==> src/rtl/alu_pkg.sv <==
// Shared constants for the ALU datapath: widths, aluOp codes and flag bit positions.
package alu_pkg;

   localparam int DW   = 16;
   localparam int NREG = 16;
   localparam int IDXW = $clog2(NREG);

   typedef logic [3:0] alu_op_t;

   localparam alu_op_t ALU_ADD   = 4'd0;
   localparam alu_op_t ALU_SUB   = 4'd1;
   localparam alu_op_t ALU_AND   = 4'd2;
   localparam alu_op_t ALU_OR    = 4'd3;
   localparam alu_op_t ALU_XOR   = 4'd4;
   localparam alu_op_t ALU_NOT   = 4'd5;
   localparam alu_op_t ALU_SHL1  = 4'd6;
   localparam alu_op_t ALU_SHR1  = 4'd7;
   localparam alu_op_t ALU_PASSB = 4'd8;

   localparam int FLAG_ZERO  = 0;
   localparam int FLAG_CARRY = 1;
   localparam int FLAG_NEG   = 2;
   localparam int NFLAGS     = 3;

   // True when at least two of the three bus drivers are active.
   function automatic logic multi_driver(input logic d0, input logic d1, input logic d2);
      return (d0 & d1) | (d0 & d2) | (d1 & d2);
   endfunction

endpackage

==> src/rtl/alu_datapath_if.sv <==
// Control-strobe and observation bundle between the control FSMs and the datapath.
interface alu_datapath_if;
   import alu_pkg::*;

   logic [IDXW-1:0] rxOut;
   logic [IDXW-1:0] rxIn;
   logic            ALUin0;
   logic            ALUin1;
   logic            ALUoutlatch;
   logic            ALUoutEN;
   logic            ALUImmOut;
   logic [DW-1:0]   param2Out;
   logic            pcInc;
   alu_op_t         aluOp;
   logic [DW-1:0]   pc;
   logic [DW-1:0]   bus;
   logic            zero;
   logic            carry;
   logic            neg;
   logic            busConflict;
   logic [IDXW-1:0] dbgSel;
   logic [DW-1:0]   dbgData;

   modport master (
      output rxOut, rxIn, ALUin0, ALUin1, ALUoutlatch, ALUoutEN, ALUImmOut,
             param2Out, pcInc, aluOp, dbgSel,
      input  pc, bus, zero, carry, neg, busConflict, dbgData
   );

   modport slave (
      input  rxOut, rxIn, ALUin0, ALUin1, ALUoutlatch, ALUoutEN, ALUImmOut,
             param2Out, pcInc, aluOp, dbgSel,
      output pc, bus, zero, carry, neg, busConflict, dbgData
   );

endinterface

==> src/rtl/alu_core.sv <==
// Combinational ALU: operands and op code in, truncated result and carry/borrow out.
module alu_core #(
   parameter int DW = 16
) (
   input  logic [DW-1:0] a,
   input  logic [DW-1:0] b,
   input  logic [3:0]    op,
   output logic [DW-1:0] result,
   output logic          carry
);
   import alu_pkg::*;

   always_comb begin
      result = '0;
      carry  = 1'b0;
      case (op)
         ALU_ADD:   {carry, result} = {1'b0, a} + {1'b0, b};
         ALU_SUB: begin
            result = a - b;
            carry  = (a < b);
         end
         ALU_AND:   result = a & b;
         ALU_OR:    result = a | b;
         ALU_XOR:   result = a ^ b;
         ALU_NOT:   result = ~a;
         ALU_SHL1: begin
            result = {a[DW-2:0], 1'b0};
            carry  = a[DW-1];
         end
         ALU_SHR1: begin
            result = {1'b0, a[DW-1:1]};
            carry  = a[0];
         end
         ALU_PASSB: result = b;
         default:   result = a;
      endcase
   end

endmodule

==> src/rtl/alu_datapath.sv <==
// Register file, operand/result latches, bus mux, PC and sticky bus-conflict tracking,
// all driven purely by control strobes from the instruction FSMs.
module alu_datapath #(
   parameter int DW   = 16,
   parameter int NREG = 16
) (
   input  logic           clk,
   input  logic           rst,
   alu_datapath_if.slave  dp
);
   import alu_pkg::*;

   logic [DW-1:0]     rf [NREG];
   logic [DW-1:0]     opa;
   logic [DW-1:0]     opb;
   logic [DW-1:0]     outr;
   logic [DW-1:0]     pc_q;
   logic [DW-1:0]     bus_v;
   logic [DW-1:0]     alu_res;
   logic              alu_carry;
   logic [NFLAGS-1:0] flags;
   logic              conflict;
   logic              multi_drv;

   // Fixed-priority bus resolution; rf[0] is never written so it always reads 0.
   always_comb begin
      bus_v = '0;
      if (dp.ALUoutEN)
         bus_v = outr;
      else if (dp.ALUImmOut)
         bus_v = dp.param2Out;
      else if (dp.rxOut != '0)
         bus_v = rf[dp.rxOut];
   end

   assign multi_drv = multi_driver(dp.ALUoutEN, dp.ALUImmOut, (dp.rxOut != '0));

   alu_core #(.DW(DW)) u_core (
      .a      (opa),
      .b      (opb),
      .op     (dp.aluOp),
      .result (alu_res),
      .carry  (alu_carry)
   );

   always_ff @(posedge clk or posedge rst) begin
      if (rst) begin
         for (int i = 0; i < NREG; i++) rf[i] <= '0;
         opa      <= '0;
         opb      <= '0;
         outr     <= '0;
         pc_q     <= '0;
         flags    <= '0;
         conflict <= 1'b0;
      end else begin
         if (dp.rxIn != '0) rf[dp.rxIn] <= bus_v;
         if (dp.ALUin0) opa <= bus_v;
         if (dp.ALUin1) opb <= bus_v;
         // The ALU sees pre-edge operands, so a same-cycle operand load does not affect OUT.
         if (dp.ALUoutlatch) begin
            outr              <= alu_res;
            flags[FLAG_ZERO]  <= (alu_res == '0);
            flags[FLAG_CARRY] <= alu_carry;
            flags[FLAG_NEG]   <= alu_res[DW-1];
         end
         if (dp.pcInc) pc_q <= pc_q + 1'b1;
         if (multi_drv) conflict <= 1'b1;
      end
   end

   assign dp.bus         = bus_v;
   assign dp.pc          = pc_q;
   assign dp.zero        = flags[FLAG_ZERO];
   assign dp.carry       = flags[FLAG_CARRY];
   assign dp.neg         = flags[FLAG_NEG];
   assign dp.busConflict = conflict;
   assign dp.dbgData     = rf[dp.dbgSel];

endmodule

==> src/flat_wrapper.sv <==
// flat-port wrapper written by rule: the top's interface ports become plain ports
module alu_datapath_flat import alu_pkg::*;
#(
   parameter int DW   = 16,
   parameter int NREG = 16
)
  (clk, rst, dp_rxOut, dp_rxIn, dp_ALUin0, dp_ALUin1, dp_ALUoutlatch, dp_ALUoutEN, dp_ALUImmOut, dp_param2Out, dp_pcInc, dp_aluOp, dp_dbgSel, dp_pc, dp_bus, dp_zero, dp_carry, dp_neg, dp_busConflict, dp_dbgData);
  alu_datapath_if dp_i ();
  input  logic clk;
  input  logic rst;
  input wire logic [$bits(dp_i.rxOut)-1:0] dp_rxOut;
  input wire logic [$bits(dp_i.rxIn)-1:0] dp_rxIn;
  input wire logic [$bits(dp_i.ALUin0)-1:0] dp_ALUin0;
  input wire logic [$bits(dp_i.ALUin1)-1:0] dp_ALUin1;
  input wire logic [$bits(dp_i.ALUoutlatch)-1:0] dp_ALUoutlatch;
  input wire logic [$bits(dp_i.ALUoutEN)-1:0] dp_ALUoutEN;
  input wire logic [$bits(dp_i.ALUImmOut)-1:0] dp_ALUImmOut;
  input wire logic [$bits(dp_i.param2Out)-1:0] dp_param2Out;
  input wire logic [$bits(dp_i.pcInc)-1:0] dp_pcInc;
  input wire logic [$bits(dp_i.aluOp)-1:0] dp_aluOp;
  input wire logic [$bits(dp_i.dbgSel)-1:0] dp_dbgSel;
  output wire logic [$bits(dp_i.pc)-1:0] dp_pc;
  output wire logic [$bits(dp_i.bus)-1:0] dp_bus;
  output wire logic [$bits(dp_i.zero)-1:0] dp_zero;
  output wire logic [$bits(dp_i.carry)-1:0] dp_carry;
  output wire logic [$bits(dp_i.neg)-1:0] dp_neg;
  output wire logic [$bits(dp_i.busConflict)-1:0] dp_busConflict;
  output wire logic [$bits(dp_i.dbgData)-1:0] dp_dbgData;
  assign dp_i.rxOut = dp_rxOut;
  assign dp_i.rxIn = dp_rxIn;
  assign dp_i.ALUin0 = dp_ALUin0;
  assign dp_i.ALUin1 = dp_ALUin1;
  assign dp_i.ALUoutlatch = dp_ALUoutlatch;
  assign dp_i.ALUoutEN = dp_ALUoutEN;
  assign dp_i.ALUImmOut = dp_ALUImmOut;
  assign dp_i.param2Out = dp_param2Out;
  assign dp_i.pcInc = dp_pcInc;
  assign dp_i.aluOp = dp_aluOp;
  assign dp_i.dbgSel = dp_dbgSel;
  assign dp_pc = dp_i.pc;
  assign dp_bus = dp_i.bus;
  assign dp_zero = dp_i.zero;
  assign dp_carry = dp_i.carry;
  assign dp_neg = dp_i.neg;
  assign dp_busConflict = dp_i.busConflict;
  assign dp_dbgData = dp_i.dbgData;
  alu_datapath #(.DW(DW), .NREG(NREG)) u_core (.clk(clk), .rst(rst), .dp(dp_i));
endmodule
==> config.mk <==
export PLATFORM = sky130hd
export DESIGN_NAME = alu_datapath_flat
export DESIGN_NICKNAME = d
export VERILOG_FILES = /design/src/rtl/alu_pkg.sv /design/src/rtl/alu_datapath_if.sv /design/src/rtl/alu_core.sv /design/src/rtl/alu_datapath.sv /design/src/flat_wrapper.sv
export SDC_FILE = /design/constraint.sdc
export NUM_CORES = 1
export LEC_CHECK = 0
export ABC_AREA = 0
export ABC_CLOCK_PERIOD_IN_PS = 11700
export CELL_PAD_IN_SITES_DETAIL_PLACEMENT = 0
export CELL_PAD_IN_SITES_GLOBAL_PLACEMENT = 1
export CORE_MARGIN = 2
export CORE_UTILIZATION = 35
export CTS_CLUSTER_SIZE = 14
export DETAILED_ROUTE_END_ITERATION = 7
export PLACE_DENSITY_LB_ADDON = 0.1
export SKIP_LAST_GASP = 1
export SLEW_MARGIN = 10
export SYNTH_ARGS = -nofsm -noshare
export SYNTH_HDL_FRONTEND = slang
export SYNTH_SLANG_ARGS = --single-unit
==> constraint.sdc <==
create_clock -name clk -period 11.7 [get_ports clk]
set_input_delay 2.34 -clock clk [delete_from_list [all_inputs] [get_ports clk]]
set_output_delay 2.34 -clock clk [all_outputs]
set_load 0.02 [all_outputs]
==> run metrics <==
period utilization=73.4%; Reg-to-Reg Start=u_core.opa[0]; drt total wl=64.2 mm; maximum VDD drop=between 100 and 150 uV; critical path class=in2out; syn_nets=1,901; slew of the pin with the lowest slew margin=1.14 ns; Max Cap Viol=0; gp weighted congestion=0.821; Clock transition at path regs=0.06 ns; Post-Synthesis Cells=1,810; reg2reg end=u_core.flags[0]; relative slew slack=23.5%; setup TNS=0 ns; post-synthesis sequential area ratio=approximately two fifths; P_leak=0.00874 uW; number of synthesized flops with an enable pin=0; Avg Cell Area, Syn=10.3 sq um; Initial DRC Count=977; CTS tree=yes; PD cells=192 nW/um^2; Post-CTS Setup Repair Bufs=0; Synth async-reset ratio=100%; HP Class=reg2reg; Cell variety after synth=92; CP Capture Type=output pin; switching pwr=1440 uW; Flop pwr share=approximately two fifths; most common cell after layout, fill and taps aside=dfrtp_1; fraction of layout cells with a size suffix above 1=~18%; Final Util=between 40% and 50%; Peak Freq=about 120 MHz; PostCTS Resize Cnt=0; clk buf depth=3; highest metal used=met4; outcome=finished, final reports clean; clk root buf=clkbuf_16; hpwl dp=40.9 mm; Startpoint Class=input pin; antenna violations before repair=0; worst path arrival time=~6.3 ns; H-tree depth=2; hold endpoint=u_core.dp.busConflict; Period minus WS final=approximately 8.6 ns; register bit total from synthesis=about 300; Comb power frac=about a third; DIE AREA=55,000 sq um; Vias per Instance=5.68; clk_skew=0.0197 ns; Wirelength per Cell=25.3 um; Final Setup Violations=0; PortBufs=91; RSZ-0062 raised after global routing=no; Worst Reg-to-Reg Cells=13; register-to-register setup slack=7.45 ns; Hold-fix buffers, CTS=0; worst path required time=9.36 ns; Post-DRT Antenna Nets=0; Worst Hold Depth=1; drt drc=0; chip height=~230 um; Via Count=14.4k; Top-Level Pins=92; final hold violations=0; n_diodes=0; clock power share=28.3%; row count=84; Die Width=234 um; DRT Pass-1 Iters=7; met2 WL=31.7 mm; Slew Viols, Final=0; M1 wire length=approximately 28 mm; area added between synthesis and finish=14.3%; largest net degree at the start of global routing=141; Clock Latency Late Sink=0.54 ns; Starting Density=35.4%; CORE AREA=52,600 sq um; cts bufs inserted=37; Synthesis Warnings=0; Post-Syn Area=18,600 sq um; Max FO, Critical Path=38; Int Pwr=2650 uW; most frequent cells in the layout=dfrtp_1, nor2_1, a21oi_1, mux4_2, nand2_1; first-pass GRT wire length=96.3 mm; sw frac=35.1%; metal3 WL=around 2.6 mm; vias in the first global route=between 10k and 15k; total gr overflow=0; Top FF cell, synth=dfrtp_1; nets@finish=~1.9k; CTS Sinks=roughly 310; Hold Path Origin=u_core.dp.busConflict; GRT Total Usage=a little under a quarter
-- state kept, by name (all words and copies together) (netlist names) --
| signal | count |
|---|---|
| u_core.outr | 16 |
| u_core.dp.pc | 16 |
| u_core.dp.busConflict | 1 |
| u_core.opb | 16 |
| u_core.flags | 2 |
| u_core.rf | 240 |
| u_core.opa | 16 |
-- through the flow --
stage          hold WS (ns)  setup WS [ns]  instances  power (uW)  instance area, sq um
6_report              0.471           3.11       2540        4090                 21300
5_1_grt               0.509           2.84       2540        4330                 21300
4_1_cts               0.479           3.07       2540        4130                 21300
3_5_place_dp          0.462           3.07       2475        2950                 20000
3_3_place_gp          0.458           3.09       2475        2930                 20000
2_1_floorplan         0.461          0.872       1810        2490                 18600
-- cell families (layout without fill, tap and decap cells) --
family	count (synthesis)	after routing	share of synthesized area [%]
simple gates	501	501	12.4
flops	307	307	41.3
compound gates	511	511	17.2
xor+xnor	19	19	0.895
mux	199	199	19.6
buf+inv	222	264	5.05
fa+ha+maj	51	51	3.51
-- power groups by stage --
stage | Sequential [uW] | Combinational, uW | Clock, uW
final | 1580 | 1350 | 1160
after global routing | 1620 | 1480 | 1230
after CTS | 1580 | 1360 | 1190
after detailed placement | 1600 | 1350 | 0
after global placement | 1600 | 1330 | 0
after floorplan | 1510 | 985 | 0
-- worst max path at each step --
stage                            from               endpoint  slack [ns]  cells after the start
after detailed placement  dp_rxOut[0]             dp_bus[13]        3.07                      9
after global routing      dp_rxOut[0]             dp_bus[13]        2.84                      9
after CTS                 dp_rxOut[0]             dp_bus[13]        3.07                      9
after global placement    dp_rxOut[0]             dp_bus[13]        3.09                      9
after floorplan                   rst  u_core.dp.busConflict        0.87                      1
final                     dp_rxOut[0]             dp_bus[13]        3.11                      9
-- layout make-up --
| cell class | count | area, sq um |
|---|---|---|
| clock inverter | 12 | 129 |
| timing repair buffer | 130 | 1180 |
| tap | 688 | 861 |
| inverter | 69 | 267 |
| fill | 5179 | 31300 |
| clock buffer | 53 | 1080 |
| multi-input combinational | 1281 | 10100 |
| sequential | 307 | 7680 |
-- routing by layer --
layer  track usage [%]  up-vias
met2              40.2      353
met1              32.2     7351
met4              6.29        0
met3              2.73       84
met5                 0        -
li1                  -     6648
-- cell usage after synthesis (5+ instances only) --
cell / n / area (sq um)
dfrtp_1: 307 / 7680
nor2_1: 265 / 995
a21oi_1: 237 / 1190
mux4_2: 128 / 2880
nand2_1: 113 / 424
o21ai_0: 101 / 505
clkbuf_1: 89 / 334
inv_1: 69 / 259
ha_1: 49 / 613
mux2_2: 44 / 495
a22o_1: 34 / 298
buf_2: 33 / 165
mux2i_1: 27 / 270
buf_1: 20 / 75.1
nor3_1: 17 / 85.1
xnor2_1: 14 / 123
a21o_1: 13 / 97.6
nand2b_1: 13 / 81.3
nor2b_1: 12 / 75.1
a221oi_1: 10 / 87.6
nand3_1: 10 / 50.1
a31oi_1: 9 / 56.3
a21oi_2: 8 / 70.1
a22oi_1: 8 / 60.1
and3_1: 8 / 50.1
a211oi_1: 7 / 52.6
a32oi_1: 6 / 52.6
buf_6: 6 / 67.6
o211ai_1: 6 / 45.0
o22ai_1: 6 / 37.5
buf_4: 5 / 37.5
nand3b_1: 5 / 37.5
nand4_1: 5 / 31.3
nor4_1: 5 / 31.3
o2111ai_1: 5 / 43.8
or2_2: 5 / 31.3
or3_1: 5 / 31.3
or4_1: 5 / 37.5
xor2_1: 5 / 43.8
-- critical path, cell delays in order --
cell and delay [ns]:
buf_4 0.44, buf_4 0.66, mux4_2 0.58, mux4_2 0.47, mux2i_1 0.13, nor2_1 0.06, a21oi_2 0.62, inv_1 0.26
clkdlybuf4s50_1 0.61
(Power assumes the default switching activity.)
